[config.mk]
export PLATFORM = sky130hd
export DESIGN_NAME = therm_count_decoder
export DESIGN_NICKNAME = d
export VERILOG_FILES = /design/src/rtl/therm_count_decoder_pkg.sv /design/src/rtl/therm_edge_encoder.sv /design/src/rtl/therm_count_decoder.sv
export SDC_FILE = /design/constraint.sdc
export NUM_CORES = 1
export LEC_CHECK = 0
export ABC_AREA = 0
export CORE_MARGIN = 3
export CORE_UTILIZATION = 45
export DETAILED_ROUTE_END_ITERATION = 12
export GPL_TIMING_DRIVEN = 1
export PLACE_DENSITY = 0.82
export SLEW_MARGIN = 15
export SYNTH_ARGS = -nofsm -noshare
export SYNTH_HDL_FRONTEND = slang
export SYNTH_SLANG_ARGS = --single-unit
[constraint.sdc]
create_clock -name clk -period 2.3 [get_ports clk]
set_input_delay 0.23 -clock clk [delete_from_list [all_inputs] [get_ports clk]]
set_output_delay 0.23 -clock clk [all_outputs]
set_load 0.02 [all_outputs]
[src/rtl/therm_count_decoder_pkg.sv]
// Shared constants and helpers for the thermometer-to-binary counter family.
// Sized so the same helpers serve the 7-, 15- and 31-input variants.
package therm_pkg;

  localparam int DEF_N = 7;
  localparam int DEF_W = 3;

  function automatic int clog2(input int value);
    int bits;
    bits = 0;
    while ((1 << bits) < value) bits++;
    return bits;
  endfunction

  // Index of the lowest set bit among the first n bits; n when none is set.
  function automatic int lowest_set(input logic [31:0] vec, input int n);
    int idx;
    idx = n;
    for (int i = n - 1; i >= 0; i--) begin
      if (vec[i]) idx = i;
    end
    return idx;
  endfunction

endpackage

[src/rtl/therm_edge_encoder.sv]
// Combinational thermometer decoder: count from the lowest one (edge based),
// bubble when the word is not a contiguous run of ones reaching bit N-1.
module therm_edge_encoder
  import therm_pkg::*;
#(
  parameter int N = DEF_N,
  parameter int W = clog2(N + 1)
) (
  input  logic [N-1:0] therm,
  output logic [W-1:0] count,
  output logic         bubble
);

  int           low;
  logic [N-1:0] ones;
  logic [N-1:0] expected;

  always_comb begin
    low      = lowest_set(32'(therm), N);
    ones     = '1;
    expected = ones << low;
    count    = (low >= N) ? '0 : W'(N - low);
    bubble   = (therm != expected);
  end

endmodule

[src/rtl/therm_count_decoder.sv]
// Two-stage thermometer decoder with valid/ready on both sides, bubble
// detection, sticky error flag and a saturating running sum of counts.
module therm_count_decoder
  import therm_pkg::*;
#(
  parameter int N     = DEF_N,
  parameter int W     = clog2(N + 1),
  parameter int ACC_W = 16
) (
  input  logic             clk,
  input  logic             rst,
  input  logic             in_valid,
  output logic             in_ready,
  input  logic [N-1:0]     therm,
  input  logic             acc_clear,
  output logic             out_valid,
  input  logic             out_ready,
  output logic [W-1:0]     out_count,
  output logic             out_bubble,
  output logic [ACC_W-1:0] out_acc,
  output logic             err_sticky
);

  function automatic logic [ACC_W-1:0] sat_add(input logic [ACC_W-1:0] a,
                                               input logic [W-1:0]     b);
    logic [ACC_W:0] sum;
    sum = {1'b0, a} + (ACC_W + 1)'(b);
    return sum[ACC_W] ? '1 : sum[ACC_W-1:0];
  endfunction

  logic             vld_p1;
  logic [N-1:0]     therm_p1;
  logic             vld_p2;
  logic [W-1:0]     count_p2;
  logic             bubble_p2;
  logic [ACC_W-1:0] acc_p2;
  logic             err_q;

  logic             s2_free;
  logic             advance;
  logic             accept;
  logic [W-1:0]     enc_count;
  logic             enc_bubble;
  logic [ACC_W-1:0] acc_base;

  therm_edge_encoder #(.N(N), .W(W)) u_enc (
    .therm  (therm_p1),
    .count  (enc_count),
    .bubble (enc_bubble)
  );

  // Ready looks only at pipeline state and out_ready, never at in_valid.
  assign s2_free  = !vld_p2 || out_ready;
  assign advance  = vld_p1 && s2_free;
  assign in_ready = !rst && (!vld_p1 || s2_free);
  assign accept   = in_valid && in_ready;
  assign acc_base = acc_clear ? '0 : acc_p2;

  // Stage 1: capture the raw sorter word
  always_ff @(posedge clk) begin
    if (rst) begin
      vld_p1   <= 1'b0;
      therm_p1 <= '0;
    end else if (accept) begin
      vld_p1   <= 1'b1;
      therm_p1 <= therm;
    end else if (advance) begin
      vld_p1   <= 1'b0;
    end
  end

  // Stage 2: decoded count, bubble flag and running sum
  always_ff @(posedge clk) begin
    if (rst) begin
      vld_p2    <= 1'b0;
      count_p2  <= '0;
      bubble_p2 <= 1'b0;
      acc_p2    <= '0;
      err_q     <= 1'b0;
    end else begin
      if (advance) begin
        vld_p2    <= 1'b1;
        count_p2  <= enc_count;
        bubble_p2 <= enc_bubble;
        acc_p2    <= sat_add(acc_base, enc_count);
      end else begin
        if (out_ready) vld_p2 <= 1'b0;
        if (acc_clear) acc_p2 <= '0;
      end
      if (advance && enc_bubble) err_q <= 1'b1;
      else if (acc_clear)        err_q <= 1'b0;
    end
  end

  assign out_valid  = vld_p2;
  assign out_count  = count_p2;
  assign out_bubble = bubble_p2;
  assign out_acc    = acc_p2;
  assign err_sticky = err_q;

endmodule
# Yosys cells after proc, flatten, opt, wreduce, memory -nomap -nowiden
# Index checks and enable logic that the tools add are counted.
[classes]
n_addsub = 2
n_lt_le_gt_ge = 1
eq_ne = 1
shift = 1
muxes = 17
reduce_logical = 12
[ops]
columns = ["op", "count"]
rows = [
  ["$mux 16", 3],
  ["$add 16x3->17", 1],
  ["$mux 3", 5],
  ["$mux 1", 7],
  ["$ne 7x7->1", 1],
  ["$shl 7x3->7 const A", 1],
  ["$reduce_bool 2->1", 3],
  ["$logic_and 1x1->1", 4],
  ["$mux 2", 2],
  ["$ge 3x3->1 const B", 1],
  ["$logic_not 1->1", 3],
  ["$sub 3x3->3 const A", 1],
  ["$logic_or 1x1->1", 2],
]
[word_totals]
regBits = 30
in_bits = 12
output_inout_bits = 23
word_cells = 41

# Logic depth before layout (Yosys ltp)
# Gate-level depths: netlist of the first run.
[depth]
ltp_word = 12
depth_mapped = 12
depth_no_buf = 12

# Hierarchy
# A second synthesis of the first run with hierarchy kept.
[unflattened]
hier_cells = 183
hier_area_um2 = 1535.2
[modules_own_cells]
columns = ["module", "instances", "cells_each", "area_per_inst_um2", "seq_area_each_um2"]
rows = [
  ["therm_count_decoder", 1, 166, 1428.9, 600.6],
  ["therm_edge_encoder", 1, 17, 106.4, 0.0],
]

# Worst setup path before layout of the first run
# OpenSTA, ideal clock, no wires.
[synth_timing]
kind = "flip-flop to flip-flop"
start = "reg therm_p1[4]"
end = "reg acc_p2[6], in the netlist out_acc[6]"
setup_time_ps = 71
arrival_time_ps = 2242
required_time_ps = 2229
path_slack_ps = -13
stages_incl_launch_ff = 12
n_path_buf = 0
synth_period_minus_slack_ps = 2313
path_cell_list = "dfxtp_1 > a21oi_1 > o21bai_1 > a21o_1 > ha_1 > inv_1 > fa_1 > nor2b_1 > o2111ai_2 > or3_1 > a21o_1 > a21oi_1"
[synth_via]
elab_chain_len = 10
elab_cells_between_ends = 11
classes_between = "add/sub: 2; order compare: 1; mux: 8"
[synth_lines]
columns = ["item", "line_no", "rtl"]
rows = [
  ["start, declared", "therm_count_decoder.sv:32", "logic [N-1:0] therm_p1;"],
  ["start signal, assigned", "therm_count_decoder.sv:66", "therm_p1 <= therm;"],
  ["$mux 2 *", "therm_count_decoder_pkg.sv:20", "if (vec[i]) idx = i;"],
  ["$mux 3 * (4 in series)", "therm_count_decoder_pkg.sv:20", ""],
  ["$sub 3x3->3 or $ge 3x3->1 (tied branches)", "therm_edge_encoder.sv:22", "count = (low >= N) ? '0 : W'(N - low);"],
  ["$mux 3 *", "therm_edge_encoder.sv:22", ""],
  ["named net enc_count[0]", "therm_count_decoder.sv:42", "logic [W-1:0] enc_count;"],
  ["$add 16x3->17 *", "therm_count_decoder.sv:27", "sum = {1'b0, a} + (ACC_W + 1)'(b);"],
  ["$mux 16 *", "therm_count_decoder.sv:28", "return sum[ACC_W] ? '1 : sum[ACC_W-1:0];"],
  ["$mux 16 *", "therm_count_decoder.sv:81", "if (advance) begin"],
  ["end signal, assigned", "therm_count_decoder.sv:85", "acc_p2 <= sat_add(acc_base, enc_count);"],
  ["end, declared", "therm_count_decoder.sv:36", "logic [ACC_W-1:0] acc_p2;"],
]
# The timed path passes the listed nets; every way through them passes the cells marked *.
# A chain may end at the register's enable or synchronous reset.

# Worst setup path after layout of the first run
[layout_timing]
start = "reg therm_p1[6]"
end = "reg acc_p2[6], in the netlist out_acc[6]"
[layout_via]
elab_chain_len = 12
elab_cells_between_ends = 13
classes_between = "add/sub: 2; order compare: 1; mux: 10"
[layout_lines]
columns = ["item", "line_no"]
rows = [
  ["$mux 1 *", "therm_count_decoder_pkg.sv:20"],
  ["$mux 2 * (2 in series)", "therm_count_decoder_pkg.sv:20"],
  ["$mux 3 * (4 in series)", "therm_count_decoder_pkg.sv:20"],
  ["$sub 3x3->3 or $ge 3x3->1 (tied branches)", "therm_edge_encoder.sv:22"],
  ["$mux 3 *", "therm_edge_encoder.sv:22"],
  ["named net enc_count[0]", "therm_count_decoder.sv:42"],
  ["$add 16x3->17 *", "therm_count_decoder.sv:27"],
  ["$mux 16 *", "therm_count_decoder.sv:28"],
  ["$mux 16 *", "therm_count_decoder.sv:81"],
]
# Marked as above.

==> results of run 1 <==
-- cell usage after synthesis (all sizes together) (2+ instances only) --
cell	instances	area share [%]
dfxtp	30	38
nor2	19	4.6
a21oi	17	5.9
nand2	15	3.6
nand3	13	4.2
inv	9	2.2
nand3b	9	4.3
clkbuf	7	1.7
nand2b	6	2.4
nor2b	6	2.4
nor3	6	1.9
nand4	5	2.0
o21ai	5	1.6
xnor2	5	2.8
a211oi	3	1.4
a21o	3	1.4
a31oi	3	1.2
ha	3	2.4
or3	3	1.2
and3	2	0.80
mux2i	2	1.3
o31ai	2	0.96
-- sequential cells by signal, indices dropped and copies added (netlist names) --
name / cells
out_acc: 16
therm_p1: 7
out_count: 3
err_sticky: 1
out_bubble: 1
out_valid: 1
vld_p1: 1
-- area by class of cell --
| type | count | area (µm²) |
|---|---|---|
| Inverter | 9 | 33.78 |
| Fill cell | 261 | 930.9 |
| Tap cell | 44 | 55.05 |
| Timing Repair Buffer | 62 | 550.5 |
| Clock buffer | 7 | 45.04 |
| Sequential cell | 30 | 601.8 |
| Multi-Input combinational cell | 144 | 960.9 |
-- per-stage QoR --
stage                     util [%]  worst slack [ns]  power (W)
final                        70.71           -0.1521   0.001072
after CTS                    68.98          -0.05022   0.001067
after global routing         70.71           -0.2693   0.001121
after global placement       66.18           -0.2105  0.0007745
after detailed placement     66.18           -0.3212  0.0007781
after floorplan                  -           0.01915  0.0006775
-- per-layer routing --
layer | global-route usage [%] | vias up
met5 | 0 | -
met4 | 8.707 | 0
met3 | 4.159 | 8
met2 | 30.65 | 51
met1 | 27.67 | 767
li1 | - | 808
-- power breakdown --
group          switching [W]  total [W]  internal [W]
clock network       0.000174   0.000289      0.000115
registers          0.0000167   0.000558      0.000541
logic               0.000110   0.000225      0.000115
total               0.000301    0.00107      0.000771
-- cells by family after synthesis --
logic type | Yosys count | synth area share, %
simple gates | 90 | 30.51
compound gates | 42 | 19.01
flops | 30 | 38.34
buf+inv | 16 | 3.834
xor+xnor | 6 | 3.355
fa+ha+maj | 4 | 3.674
mux | 2 | 1.278
-- critical path, cell delays in order, from the launching register on --
cell	delay (ns)
dfxtp_1	0.36
a21oi_2	0.07
o21bai_1	0.15
a21o_1	0.16
ha_2	0.19
inv_2	0.04
fa_2	0.41
nor2b_4	0.17
o2111ai_4	0.15
or3_1	0.38
a21o_1	0.18
a21oi_2	0.12
-- how the worst min path moves through the flow --
stage | start | end | slack, ns
after floorplan | therm[0] | therm_p1[0] | 0.35
after global placement | out_bubble | out_bubble | 0.45
after detailed placement | out_bubble | out_bubble | 0.46
after CTS | therm[3] | therm_p1[3] | 0.43
after global routing | therm[5] | therm_p1[5] | 0.46
final | therm[3] | therm_p1[3] | 0.44
-- timing repair --
item,in CTS,in global routing
setup buffers,3,3
gates resized for setup,5,11
endpoints found under the setup margin,13,16
pin swaps,5,10
endpoints found under the hold margin,0,0
==> impl_metrics.toml, run 1 <==
[worst_setup_path]
r2r_slack_ns = -0.15
arrival_ns = 2.73
r2r_start = "therm_p1[6]"
crit_path_start_kind = "flip-flop"
path_class = "reg2reg"
cp-end-kind = "flip-flop"
cp-endpoint = "out_acc[6]"
rr_worst_depth = 11
required_ns = 2.57
critPathLaunch = "therm_p1[6]"
cp_max_fo = 5
reg2reg_to = "out_acc[6]"

[clock_tree]
cts_sinks = 30
cts_buffer_depth = 2
postCtsHoldBufs = 0
insertion_delay_ns = 0.33
cts_root_buf = "clkbuf_4"
numCtsBuffers = 5
path_clk_slew_ns = 0.10
htree_levels = 2
cts_tree = "done"

[cells_and_area]
layout_commonest_cell = "clkdlybuf4s50_1"
fin_area_um2 = 2247
drive_above_1_share_pct = 21.03
fin_cells = 296
diodes = 0
final_cell_mix = "34 x clkdlybuf4s50_1, 29 x dfxtp_1, 28 x buf_4"
syn_to_final_growth_pct = 43.45
layout.nets = 268

[detailed_routing]
routedWlPerCell_um = 13.92
routed_wl_um = 4119
met3_length_um = 226
viasPerCell = 5.520
drt-initial-drc-count = 124
detail-route-antenna-nets = 0
wl_met2_um = 1907
drc_errors = 0
dr.pass1.iters = 4
wl_met1_um = 1921
vias = 1634
maxUsedRoutingLayer = "met4"

[floorplan]
die_w_um = 65
core-area_um2 = 3178
start_util_pct = 49.29
die-area_um2 = 4225
die_h_um = 65
ios = 35
row_count = 20

[placement]
dp_cells = 283
gp_congestion = 0.7930
placement.io_buffers = 34
dp_hpwl_um = 2858
place_area_um2 = 2103

[synthesis]
yosysWarningCount = 0
synth-edff-count = 0
synthDistinctLibCells = 41
syn-num-nets = 206
async_reset_ff_share_pct = 0
synthFlopType = "dfxtp_1"
ys_ff_latch = 30
yosysSeqAreaShare_pct = 38.34
syn_inst = 190
avgSynthCellArea_um2 = 8.245
syn_area_um2 = 1567

[run]
maxCapViolCount = 0

[min_path]
hp-class = "in2reg"
whs_path_depth = 3

[grt]
grtUsageTotal_pct = 20.24
antenna_found_initial = 0
grt_max_degree = 33
grt_pass1_vias = 1523
gr-total-overflow = 0
grt_pass1_wl_um = 6727

[sta]
maxSlewHeadroom_pct = 70.06
final-setup-viol-count = 14
worst_slack_ns = -0.1521
timing.setup.tns_ns = -0.6052
fin_skew_ns = 0.01133
period_needed_ns = 2.452
rsz0062_at_grt = "true"
final.period_utilization_pct = 106.6
hold_viol = 0
drv_slew = 0
worstMarginPinSlew_ns = 0.4482
fmax_mhz = 407.8
hold_slack_ns = 0.4389

[power_and_ir_drop]
p_per_area_nw_per_um2 = 477.0
leakagePower_nw = 0.8429
ir_worst_vdd_uv = 362.9

[run_status]
status = "complete, but fails checks"
violations = "negative setup slack"
No activity file was read; power rests on OpenSTA's default activity.
==> run 2: changes to the inputs <==
Settings changed: REMOVE_ABC_BUFFERS from default to 1.
==> run 2 against run 1 <==
  * The run still ends with negative setup slack left
  * Non-clock buffer count decreased by 6
  * Flip-flop and latch count stayed put
  * Clock skew down 0.0067 ns
  * Via count shrank 3.1%
  * Worst setup slack gained 0.048 ns
  * Total power is 5.3% higher
  * Register-to-register slack better by 0.05 ns
  * Critical endpoint unchanged
  * Largest cell class unchanged
==> impl_metrics.toml, run 2 (synthesized netlist as in run 1, its figures left out) <==
[power_and_ir_drop]
intPower_w = 0.0008040
power_w = 0.001129
leakagePower_nw = 0.8269
power_frac_seq_pct = 49.4
p_per_area_nw_per_um2 = 500.0
p_comb_share_pct = 20.4
power_switching_w = 0.0003252
ir_worst_vdd_uv = 424.9
clock_power_share_pct = 30.2
switching_share_pct = 28.80

[placement]
dp_hpwl_um = 2748
placement.io_buffers = 34
gp_congestion = 0.8392
place_area_um2 = 2078
place_ws_ns = -0.3259

[grt]
grt_pass1_wl_um = 6734
grt_max_degree = 33
grt_pass1_vias = 1472
gr-total-overflow = 0
grtUsageTotal_pct = 20.49
antenna_found_initial = 0

[clock_tree]
insertion_delay_ns = 0.35
path_clk_slew_ns = 0.10
htree_levels = 2
cts_root_buf = "clkbuf_4"
cts_tree = "done"
cts_sinks = 30
numCtsBuffers = 5
cts_buffer_depth = 2

[min_path]
hp-class = "in2reg"
holdCritStartpoint = "therm[5]"

[floorplan]
core-area_um2 = 3178
ios = 35
die_h_um = 65
start_util_pct = 49.29
row_count = 20
die-area_um2 = 4225
die_w_um = 65

[detailed_routing]
routedWlPerCell_um = 13.99
vias = 1584
detail-route-antenna-nets = 0
dr.pass1.iters = 4
drc_errors = 0
drt-initial-drc-count = 144
routed_wl_um = 4071
viasPerCell = 5.443

[sta]
fin_skew_ns = 0.004627
fmax_mhz = 416.0
period_needed_ns = 2.404
final-setup-viol-count = 10
final.period_utilization_pct = 104.5
worst_slack_ns = -0.1040
hold_slack_ns = 0.4108
worstMarginPinSlew_ns = 0.4585
rsz0062_at_grt = "true"
timing.setup.tns_ns = -0.3593
drv_slew = 0
hold_viol = 0
maxSlewHeadroom_pct = 69.32

[worst_setup_path]
required_ns = 2.59
path_class = "reg2reg"
critPathMaxStageDelay_ns = 0.38
critPathLaunch = "therm_p1[4]"
cp_max_fo = 5
path_cells = "a21oi_2 -> o21bai_1 -> a21o_1 -> ha_2 -> inv_2 -> fa_2 -> nor2b_4 -> o2111ai_4 -> or3_1 -> a21o_1 -> a21oi_1"
cp-end-kind = "flip-flop"
r2r_start = "therm_p1[4]"
timing.critical_path.mode_cell = "a21o_1"
crit_path_start_kind = "flip-flop"
crit_path_top_delay_cell = "dfxtp_1"
arrival_ns = 2.69

[run_status]
violations = "negative setup slack"
status = "complete, but fails checks"

[cells_and_area]
final_cell_mix = "34 x clkdlybuf4s50_1, 28 x dfxtp_1, 21 x buf_4"
fin_area_um2 = 2258
layout.nets = 262
num-fill-cells = 247
diodes = 0
syn_to_final_growth_pct = 44.17
ff_latch_area_um2 = 603.1
drive_above_1_share_pct = 22.27
multi_input_area_um2 = 997.2
layout_commonest_cell = "clkdlybuf4s50_1"
largest_reg_flops = 16

[run]
maxCapViolCount = 0
[run 2: cell type report]
cell class	count	area share [%]
Clock buffer	7	2.438
Clock inverter	1	0.2216
Inverter	9	1.496
Multi-Input combinational cell	144	44.16
Sequential cell	30	26.70
Tap cell	44	2.438
Timing Repair Buffer	56	22.55
[run 2: worst paths after layout]
path / to / slack [ns] / cells after the start
setup / recovery: out_acc[6] / -0.10 / 11
hold / removal: therm_p1[5] / 0.41 / 3
hold reg to reg: out_bubble / 0.48 / 2
setup reg to reg: out_acc[6] / -0.10 / 11
[run 2: per-stage QoR]
step | utilization (%) | cells
6_report | 71.06 | 291
4_1_cts | 69.02 | 290
2_1_floorplan | - | 183
3_5_place_dp | 65.39 | 280
5_1_grt | 71.06 | 291
3_3_place_gp | 65.39 | 280
[run 2: routing by layer]
layer  vias to the layer above  wire (µm)  GRT usage [%]
met1                       736       1897          26.35
met3                         9        155          4.333
met4                         0         92          11.35
met2                        41       1925          31.67
met5                         -          0              0
li1                        798          -              -
[run 2: worst max-delay path: cells and delay by family, from the launching register on]
kind	cells	cell delay (ns)
and+or+nand+nor	2	0.51
adders and majority gates	2	0.56
AOI/OAI and AO/OA	6	0.87
buffers and inverters	1	0.04
DFF	1	0.38
[run 2: what timing repair did]
| action | 4_1_cts | 5_1_grt |
|---|---|---|
| setup endpoints to repair | 15 | 16 |
| buffers inserted | 2 | 2 |
| hold buffers | 0 | 0 |
| pin swaps | 5 | 11 |
| resized for setup | 11 | 15 |
[run 2: power by group through the flow]
stage                     Combinational [W]  Sequential, W  Clock [W]
after floorplan                   0.0000828       0.000581          0
after global placement             0.000197       0.000567          0
after detailed placement           0.000201       0.000567          0
after CTS                          0.000213       0.000556   0.000339
after global routing               0.000250       0.000561   0.000369
final                              0.000230       0.000558   0.000341
==> run 3: changes to the inputs <==
Settings changed: PLACE_DENSITY 0.82 to 0.78.
==> run 3 against run 2 <==
  * The run still ends with negative setup slack left
  * First-iteration DRC count shrank 37%
  * Total power shrank 1.2%
  * Routed wire length shrank 2.7%
  * Final cell count shrank 0.34%
  * Worst setup slack lost 0.040 ns
  * Critical path type unchanged
==> impl_metrics.toml, run 3 (synthesized netlist as in run 1, its figures left out) <==
[clock_tree]
insertion_delay_ns = 0.34
htree_levels = 2
cts_tree = "done"
numCtsBuffers = 5
cts_buffer_depth = 2
cts_sinks = 30
path_clk_slew_ns = 0.10
cts_root_buf = "clkbuf_4"
postCtsHoldBufs = 0

[placement]
dp_hpwl_um = 2738
place_ws_ns = -0.3552
gp_congestion = 0.8496
placement.io_buffers = 34

[grt]
grt_pass1_wl_um = 6665
antenna_found_initial = 0
grt_max_degree = 33
grtUsageTotal_pct = 20.22
gr-total-overflow = 0
grt_pass1_vias = 1472

[detailed_routing]
detail-route-antenna-nets = 0
drc_errors = 0
dr.pass1.iters = 4
drt-initial-drc-count = 91
viasPerCell = 5.369
routed_wl_um = 3961
vias = 1557
routedWlPerCell_um = 13.66

[sta]
rsz0062_at_grt = "true"
final.period_utilization_pct = 106.2
period_needed_ns = 2.444
hold_slack_ns = 0.4219
worstMarginPinSlew_ns = 0.5986
fin_skew_ns = 0.01791
drv_slew = 0
worst_slack_ns = -0.1436
maxSlewHeadroom_pct = 59.95
hold_viol = 0
final-setup-viol-count = 11
fmax_mhz = 409.2

[cells_and_area]
fin_util_pct = 70.00
largest_reg_flops = 16
syn_to_final_growth_pct = 42.01
ff_latch_area_um2 = 603.1
layout.nets = 261
diodes = 0
drive_above_1_share_pct = 21.14
final_cell_mix = "34 x clkdlybuf4s50_1, 28 x dfxtp_1, 20 x buf_4"
multi_input_area_um2 = 970.9
layout_commonest_cell = "clkdlybuf4s50_1"
num-fill-cells = 273

[power_and_ir_drop]
power_w = 0.001116
p_per_area_nw_per_um2 = 501.6
ir_worst_vdd_uv = 337.9
leakagePower_nw = 0.8212

[worst_setup_path]
r2r_slack_ns = -0.14
required_ns = 2.58
crit_path_top_delay_cell = "fa_2"
arrival_ns = 2.72
critPathMaxStageDelay_ns = 0.41
critPathLaunch = "therm_p1[5]"
path_cells = "inv_2 -> a21oi_2 -> o21bai_1 -> a21o_1 -> ha_2 -> inv_2 -> fa_2 -> nor2b_4 -> o2111ai_4 -> or3_1 -> a21o_1 -> a21oi_2"
reg2reg_to = "out_acc[6]"
path_buf_inv = 2
path_class = "reg2reg"
rr_worst_depth = 12
cp-end-kind = "flip-flop"
crit_path_start_kind = "flip-flop"
cp_max_fo = 5
r2r_start = "therm_p1[5]"
path_delay_family = "compound AO/OA/AOI/OAI gates"

[min_path]
holdCritStartpoint = "therm[0]"
hp-class = "in2reg"
hold-path-endpoint = "therm_p1[0]"
whs_path_depth = 3

[run_status]
status = "complete, but fails checks"
violations = "negative setup slack"

[floorplan]
die-area_um2 = 4225
core-area_um2 = 3178
die_h_um = 65
die_w_um = 65
row_count = 20
ios = 35
start_util_pct = 49.29

[run]
maxCapViolCount = 0
[run 3: layout make-up]
cell class | count | share of cell area [%]
clock buffer | 7 | 2.475
clock inverter | 1 | 0.2250
inverter | 9 | 1.519
multi-input combinational | 144 | 43.64
sequential | 30 | 27.11
tap | 44 | 2.475
timing repair buffer | 55 | 22.55
[run 3: layer usage]
metal	track usage (%)	share of wire (%)	up-vias
met5	0	0	-
met4	10.29	2.4	0
met3	4.853	4.6	10
met2	31.16	48	42
met1	26.09	45	717
li1	-	-	788
[run 3: timing repair]
action / CTS / global route
resized for setup: 8 / 15
endpoints found under the setup margin: 15 / 16
pin swaps: 5 / 11
buffers inserted: 2 / 2
[run 3: worst reg2reg max path, cell delays in order (launching register included)]
cell and delay [ns]:
dfxtp_2 0.33, inv_2 0.04, a21oi_2 0.04, o21bai_1 0.16, a21o_1 0.17, ha_2 0.20, inv_2 0.05, fa_2 0.41
nor2b_4 0.19, o2111ai_4 0.16, or3_1 0.38, a21o_1 0.17, a21oi_2 0.10
[run 3: worst max-delay path by stage]
stage | to | depth (start not counted)
final | out_acc[6] | 12
after global routing | out_acc[6] | 12
after CTS | out_acc[6] | 12
after detailed placement | out_acc[6] | 10
after global placement | out_acc[6] | 10
after floorplan | out_acc[6] | 11
[run 3: stage by stage]
step / instance area, µm² / std cells / setup TNS [ns]
after detailed placement: 2063 / 278 / -4.341
after global placement: 2063 / 278 / -2.817
after floorplan: 1540 / 183 / -0.01185
after global routing: 2225 / 290 / -3.184
after CTS: 2172 / 288 / -0.06161
final: 2225 / 290 / -0.7111
[run 3: power by group]
| part | switching (W) | leakage (nW) | total, W | internal [W] |
|---|---|---|---|---|
| clock network | 0.000189 | 0.0353 | 0.000337 | 0.000148 |
| logic | 0.000110 | 0.540 | 0.000222 | 0.000112 |
| registers | 0.0000159 | 0.246 | 0.000557 | 0.000541 |
| total | 0.000315 | 0.821 | 0.00112 | 0.000801 |
